### config.mk
export PLATFORM = sky130hd
export DESIGN_NAME = i2s_dac_tx
export DESIGN_NICKNAME = d
export VERILOG_FILES = /design/src/rtl/i2s_dac_tx.sv
export SDC_FILE = /design/constraint.sdc
export NUM_CORES = 1
export LEC_CHECK = 0
export CAP_MARGIN = 20
export CORE_UTILIZATION = 50
export CTS_CLUSTER_DIAMETER = 120
export DETAILED_ROUTE_END_ITERATION = 12
export PLACE_DENSITY = 0.72
export SYNTH_ARGS = -nofsm -noshare
export SYNTH_HDL_FRONTEND = slang
export SYNTH_SLANG_ARGS = --single-unit
### constraint.sdc
create_clock -name clk -period 2.2 [get_ports clk]
set_input_delay 0.22 -clock clk [delete_from_list [all_inputs] [get_ports clk]]
set_output_delay 0.22 -clock clk [all_outputs]
set_load 0.01 [all_outputs]
### src/rtl/i2s_dac_tx.sv
// I2S transmitter for the DAC end of the effects chain: one-sample hold buffer,
// BCLK/LRCLK generation from clk, 32-bit stereo frames carrying the same sample on both slots.
module i2s_dac_tx #(
  parameter int unsigned clk_div      = 4,
  parameter int unsigned sample_width = 16
) (
  input  logic                    clk,
  input  logic                    rst,
  input  logic                    valid,
  input  logic [sample_width-1:0] sample_in,
  input  logic                    flag_clr,
  output logic                    bclk,
  output logic                    lrclk,
  output logic                    sdata,
  output logic                    sample_req,
  output logic                    overrun,
  output logic                    underrun
);

  localparam int unsigned DivW   = $clog2(clk_div);
  localparam int unsigned FrameW = 2 * sample_width;
  localparam logic [DivW-1:0] DivLast = DivW'(clk_div - 1);

  logic [DivW-1:0]         div_cnt_q, div_cnt_d;
  logic                    bclk_q, bclk_d;
  logic [4:0]              bit_cnt_q, bit_cnt_d;
  logic                    lrclk_q, lrclk_d;
  logic                    sdata_q, sdata_d;
  logic [FrameW-2:0]       shift_q, shift_d;
  logic [sample_width-1:0] hold_q, hold_d;
  logic                    hold_full_q, hold_full_d;
  logic                    sample_req_q, sample_req_d;
  logic                    overrun_q, overrun_d;
  logic                    underrun_q, underrun_d;

  logic       term;
  logic       fall;
  logic       load;
  logic [4:0] bit_cnt_inc;

  always_comb begin
    term        = (div_cnt_q == DivLast);
    fall        = term & bclk_q;
    bit_cnt_inc = bit_cnt_q + 5'd1;
    load        = fall & (bit_cnt_inc == 5'd1);
  end

  // Divider, bit counter and word select.
  always_comb begin
    div_cnt_d = term ? '0 : div_cnt_q + DivW'(1);
    bclk_d    = term ? ~bclk_q : bclk_q;
    bit_cnt_d = bit_cnt_q;
    lrclk_d   = lrclk_q;
    if (fall) begin
      bit_cnt_d = bit_cnt_inc;
      lrclk_d   = bit_cnt_inc[4];
    end
  end

  // Serializer: load drives the frame MSB directly, the rest shifts out on later falls.
  always_comb begin
    sdata_d = sdata_q;
    shift_d = shift_q;
    if (load) begin
      sdata_d = hold_q[sample_width-1];
      shift_d = {hold_q[sample_width-2:0], hold_q};
    end else if (fall) begin
      sdata_d = shift_q[FrameW-2];
      shift_d = {shift_q[FrameW-3:0], 1'b0};
    end
  end

  // Hold buffer and sticky flags; a set event beats flag_clr.
  always_comb begin
    hold_d      = valid ? sample_in : hold_q;
    hold_full_d = hold_full_q;
    if (load) begin
      hold_full_d = 1'b0;
    end
    if (valid) begin
      hold_full_d = 1'b1;
    end
    sample_req_d = load;
    overrun_d    = (valid & hold_full_q & ~load) | (overrun_q & ~flag_clr);
    underrun_d   = (load & ~hold_full_q) | (underrun_q & ~flag_clr);
  end

  always_ff @(posedge clk) begin
    if (rst) begin
      div_cnt_q    <= '0;
      bclk_q       <= 1'b0;
      bit_cnt_q    <= '0;
      lrclk_q      <= 1'b0;
      sdata_q      <= 1'b0;
      shift_q      <= '0;
      hold_q       <= '0;
      hold_full_q  <= 1'b0;
      sample_req_q <= 1'b0;
      overrun_q    <= 1'b0;
      underrun_q   <= 1'b0;
    end else begin
      div_cnt_q    <= div_cnt_d;
      bclk_q       <= bclk_d;
      bit_cnt_q    <= bit_cnt_d;
      lrclk_q      <= lrclk_d;
      sdata_q      <= sdata_d;
      shift_q      <= shift_d;
      hold_q       <= hold_d;
      hold_full_q  <= hold_full_d;
      sample_req_q <= sample_req_d;
      overrun_q    <= overrun_d;
      underrun_q   <= underrun_d;
    end
  end

  always_comb begin
    bclk       = bclk_q;
    lrclk      = lrclk_q;
    sdata      = sdata_q;
    sample_req = sample_req_q;
    overrun    = overrun_q;
    underrun   = underrun_q;
  end

endmodule

==> report_table.html <==
<table>
<tr><th>Metric</th><th>Value</th></tr>
<tr><th colspan="2">Clocking</th></tr>
<tr><td>Bufs on Longest Clock Path</td><td>2</td></tr>
<tr><td>Clock transition time at the flip-flop clock pins of the worst setup and hold paths</td><td>70 ps</td></tr>
<tr><td># Post-CTS Setup Buffers</td><td>0</td></tr>
<tr><td>Root buffer selected by CTS</td><td>clkbuf_8</td></tr>
<tr><td>Cts bufs inserted</td><td>9</td></tr>
<tr><td>H-tree Lvls</td><td>3</td></tr>
<tr><td>Clock tree from TritonCTS</td><td>done</td></tr>
<tr><td>Count of hold buffers inserted by post-cts repair</td><td>0</td></tr>
<tr><td>Clock sink count</td><td>60</td></tr>
<tr><td>Source-to-sink clock delay at the later pin of the worst-skew pair</td><td>340 ps</td></tr>
<tr><th colspan="2">Placement</th></tr>
<tr><td>Final HPWL DP</td><td>3.32 mm</td></tr>
<tr><td>Placed standard-cell area</td><td>0.00277 mm2</td></tr>
<tr><td>Count of input and output buffers</td><td>25</td></tr>
<tr><td>Last weighted congestion value of the routability-driven placer</td><td>0.745</td></tr>
<tr><th colspan="2">Yosys</th></tr>
<tr><td>Count of synthesis-stage warnings from yosys</td><td>0</td></tr>
<tr><td>Avg Inst Size Synth</td><td>9.04 um2</td></tr>
<tr><td>Net count after synthesis</td><td>296</td></tr>
<tr><td>Post-Synthesis Cells</td><td>273</td></tr>
<tr><td>Share of synthesized area occupied by flip-flops and latches</td><td>0.487</td></tr>
<tr><td>Unique masters post-synth</td><td>35</td></tr>
<tr><td>Number of register bits inferred by synthesis</td><td>60</td></tr>
<tr><td>Post-Synthesis Cell Area</td><td>0.00247 mm2</td></tr>
<tr><th colspan="2">GRT</th></tr>
<tr><td>Wire length of the first global-routing pass</td><td>8.53 mm</td></tr>
<tr><td>Met2 track utilization from global routing</td><td>0.306</td></tr>
<tr><td>Vias in the first global route</td><td>1,796</td></tr>
<tr><td>Met3 usage in global routing</td><td>0.0431</td></tr>
<tr><td>Global-route layer with the greatest usage</td><td>met2</td></tr>
<tr><td>GR Util met1</td><td>0.296</td></tr>
<tr><td>Maximum number of pins on one net before global-route repair</td><td>42</td></tr>
<tr><td>Initial antenna violation count</td><td>0</td></tr>
<tr><td>Global-route usage over all layers</td><td>0.214</td></tr>
<tr><td>GR Overflow Total</td><td>0</td></tr>
<tr><th colspan="2">Routing</th></tr>
<tr><td>Iter 0 DRT Violations</td><td>131</td></tr>
<tr><td>Routed wire length per instance</td><td>13.8 um</td></tr>
<tr><td>Detailed Route WL</td><td>5.07 mm</td></tr>
<tr><td>Total DRC errors in the routed layout</td><td>0</td></tr>
<tr><td>Number of vias per cell</td><td>5.48</td></tr>
<tr><td>Number of vias after detailed routing</td><td>2,006</td></tr>
<tr><td>Iteration count of the initial detailed-routing pass</td><td>4</td></tr>
<tr><td>Remaining antenna violation count</td><td>0</td></tr>
<tr><th colspan="2">Setup path</th></tr>
<tr><td>Cell-by-cell listing of the critical path</td><td>ha_2, nand4_1, a211o_1, buf_4, o21ai_0, a211oi_1</td></tr>
<tr><td>Crit path launch type</td><td>register</td></tr>
<tr><td>Worst-path cell with the longest stage delay</td><td>dfxtp_1</td></tr>
<tr><td>Max Fanout on Critical Path</td><td>31</td></tr>
<tr><td>Data arrival time of the worst path</td><td>2140 ps</td></tr>
<tr><td>Buffers &amp; Inverters on Critical Path</td><td>1</td></tr>
<tr><td>Crit end category</td><td>register</td></tr>
<tr><td>Crit path kind</td><td>reg2reg</td></tr>
<tr><td>Register-to-register setup slack</td><td>250 ps</td></tr>
<tr><td>Delay of the slowest cell on the worst path</td><td>430 ps</td></tr>
<tr><td>Required time at the worst-slack endpoint</td><td>2390 ps</td></tr>
<tr><td>Top Family by Delay on Critical Path</td><td>compound AO/OA/AOI/OAI gates</td></tr>
<tr><th colspan="2">Power</th></tr>
<tr><td>Fraction of power consumed by the clock network</td><td>0.461</td></tr>
<tr><td>Total power density per cell area</td><td>784 mW/mm2</td></tr>
<tr><td>Net load switching power</td><td>0.491 mW</td></tr>
<tr><td>Worst IR Drop VDD</td><td>563 uV</td></tr>
<tr><td>Combinational group share of total power</td><td>0.054</td></tr>
<tr><td>Reg power frac</td><td>0.485</td></tr>
<tr><td>Fraction of power spent switching nets</td><td>0.210</td></tr>
<tr><td>Leak</td><td>1.05 nW</td></tr>
<tr><td>Internal portion of total power</td><td>1.85 mW</td></tr>
<tr><th colspan="2">STA</th></tr>
<tr><td>Tightest Pin Transition</td><td>726 ps</td></tr>
<tr><td>Fin. Hold Viols</td><td>0</td></tr>
<tr><td>Fmax</td><td>0.513 GHz</td></tr>
<tr><td>Number of max-slew violations in the final report</td><td>0</td></tr>
<tr><td>Worst rel slew slack</td><td>0.516</td></tr>
<tr><td>Total setup violations reported at the end of the flow</td><td>0</td></tr>
<tr><td>Setup_tns</td><td>0 ps</td></tr>
<tr><td>Post-layout minimum cycle time</td><td>1950 ps</td></tr>
<tr><td>Share of the cycle needed by the critical path after routing</td><td>0.886</td></tr>
<tr><td>RSZ-0062 raised after global routing</td><td>false</td></tr>
<tr><td>Max Clock Skew</td><td>5.77 ps</td></tr>
<tr><th colspan="2">Floorplan</th></tr>
<tr><td>I/O pin count</td><td>26</td></tr>
<tr><td>Core Region</td><td>0.00472 mm2</td></tr>
<tr><td>Width of the chip</td><td>72.2 um</td></tr>
<tr><td>Starting density of the core</td><td>0.522</td></tr>
<tr><td>Count of standard-cell rows</td><td>25</td></tr>
<tr><td>DIE AREA</td><td>0.00522 mm2</td></tr>
<tr><td>DIE HEIGHT</td><td>72.2 um</td></tr>
<tr><th colspan="2">Layout</th></tr>
<tr><td>Design Area, Final</td><td>0.00299 mm2</td></tr>
<tr><td>Number of antenna cells inserted</td><td>0</td></tr>
<tr><td>Total number of nets in the final design</td><td>317</td></tr>
<tr><td>Layout overhead on the synthesized area</td><td>21.0%</td></tr>
<tr><td>Proportion of layout cells with a drive suffix above 1</td><td>0.104</td></tr>
<tr><th colspan="2">Hold path</th></tr>
<tr><td>HP Class</td><td>in2reg</td></tr>
<tr><th colspan="2">Run</th></tr>
<tr><td>Max_cap viols</td><td>0</td></tr>
<tr><th colspan="2">Status</th></tr>
<tr><td>Status</td><td>complete, no violations</td></tr>
</table>
registers in the layout, summed over array words and instances, names as in the netlist:
| signal | flops |
|---|---|
| hold_full_q | 1 |
| overrun | 1 |
| div_cnt_q | 2 |
| bclk | 1 |
| underrun | 1 |
| bit_cnt_q | 5 |
| shift_q | 31 |
| hold_q | 16 |
| sdata | 1 |
| sample_req | 1 |
timing repair:
| item | in CTS | in global routing |
|---|---|---|
| hold endpoints to repair | 0 | 0 |
| endpoints found under the setup margin | 0 | 1 |
| gates resized for setup | 0 | 1 |
per-layer routing:
metal	routed length (um)	share of wire
met1	2530	0.50
met2	2250	0.44
met3	194	0.038
met4	85	0.017
met5	0	0
per-stage QoR:
step                      utilization  hold WS (ps)  std cells  worst slack, ps  total power, mW
after global routing            0.632           461        366             78.8             2.41
after CTS                       0.632           421        366              168             2.36
after floorplan                     -           367        273              419             1.23
after detailed placement        0.586           431        350              160             1.29
final                           0.632           423        366              251             2.34
after global placement          0.586           415        350              279             1.28
layout make-up:
| cell class | instances | area (um2) |
|---|---|---|
| clock buffer | 11 | 141 |
| clock inverter | 5 | 75.1 |
| fill | 392 | 1740 |
| inverter | 4 | 15.0 |
| multi-input combinational | 186 | 1150 |
| sequential | 60 | 1200 |
| tap | 67 | 83.8 |
| timing repair buffer | 33 | 318 |
Yosys cell counts (all sizes together):
| cell | n | area [um2] |
|---|---|---|
| nand3 | 1 | 5.00 |
| dfxtp | 60 | 1200 |
| o21ai | 31 | 155 |
| nand2 | 6 | 22.5 |
| a31o | 1 | 8.76 |
| buf | 6 | 36.3 |
| o31a | 1 | 8.76 |
| a41o | 1 | 11.3 |
| a311oi | 1 | 8.76 |
| clkbuf | 17 | 66.3 |
| a31oi | 14 | 87.6 |
| a21oi | 5 | 28.8 |
| or3b | 1 | 8.76 |
| nand3b | 1 | 7.51 |
| xnor2 | 2 | 17.5 |
| ha | 3 | 37.5 |
| a211oi | 30 | 225 |
| mux2i | 16 | 160 |
| nor3b | 1 | 7.51 |
| nor2 | 52 | 195 |
| nand2b | 1 | 6.26 |
| xor2 | 3 | 26.3 |
| o31ai | 2 | 15.0 |
| or3 | 1 | 6.26 |
| a41oi | 1 | 27.5 |
| and2 | 2 | 12.5 |
| nand4 | 4 | 25.0 |
| nor3 | 3 | 15.0 |
| a211o | 1 | 8.76 |
| a21bo | 1 | 10.0 |
| inv | 4 | 15.0 |
final timing paths:
kind / from / to / cells past startpoint
max reg2reg: bit_cnt_q[0] / shift_q[28] / 6
min: rst / bclk / 2
max: bit_cnt_q[0] / shift_q[28] / 6
min reg2reg: div_cnt_q[0] / div_cnt_q[0] / 1
kinds of logic after synthesis:
| family | Yosys count | share of synthesized area |
|---|---|---|
| adder cells (fa/ha/maj) | 3 | 0.0152 |
| multiplexers | 16 | 0.0649 |
| XOR/XNOR | 5 | 0.0178 |
| AND/OR/NAND/NOR | 73 | 0.126 |
| buffers and inverters | 27 | 0.0477 |
| flip-flops | 60 | 0.487 |
| AO/OA/AOI/OAI | 89 | 0.241 |
power by group through the flow:
stage,Sequential [mW],Clock [mW],Combinational [mW]
floorplan,1.15,0,0.0735
CTS,1.14,1.09,0.127
global route,1.14,1.14,0.140
finish,1.14,1.08,0.126
detailed placement,1.16,0,0.127
global placement,1.16,0,0.124
placed cells by master, fill, tap and decap left out, drive strengths merged, types with 4 or more instances in the layout:
master / count
a211oi: 30
a21oi: 5
a31oi: 14
buf: 9
clkbuf: 11
clkdlybuf4s50: 24
dfxtp: 60
inv: 4
mux2i: 16
nand2: 6
nand4: 4
nor2: 52
o21ai: 31
No activity file was read; power rests on OpenSTA's default activity.
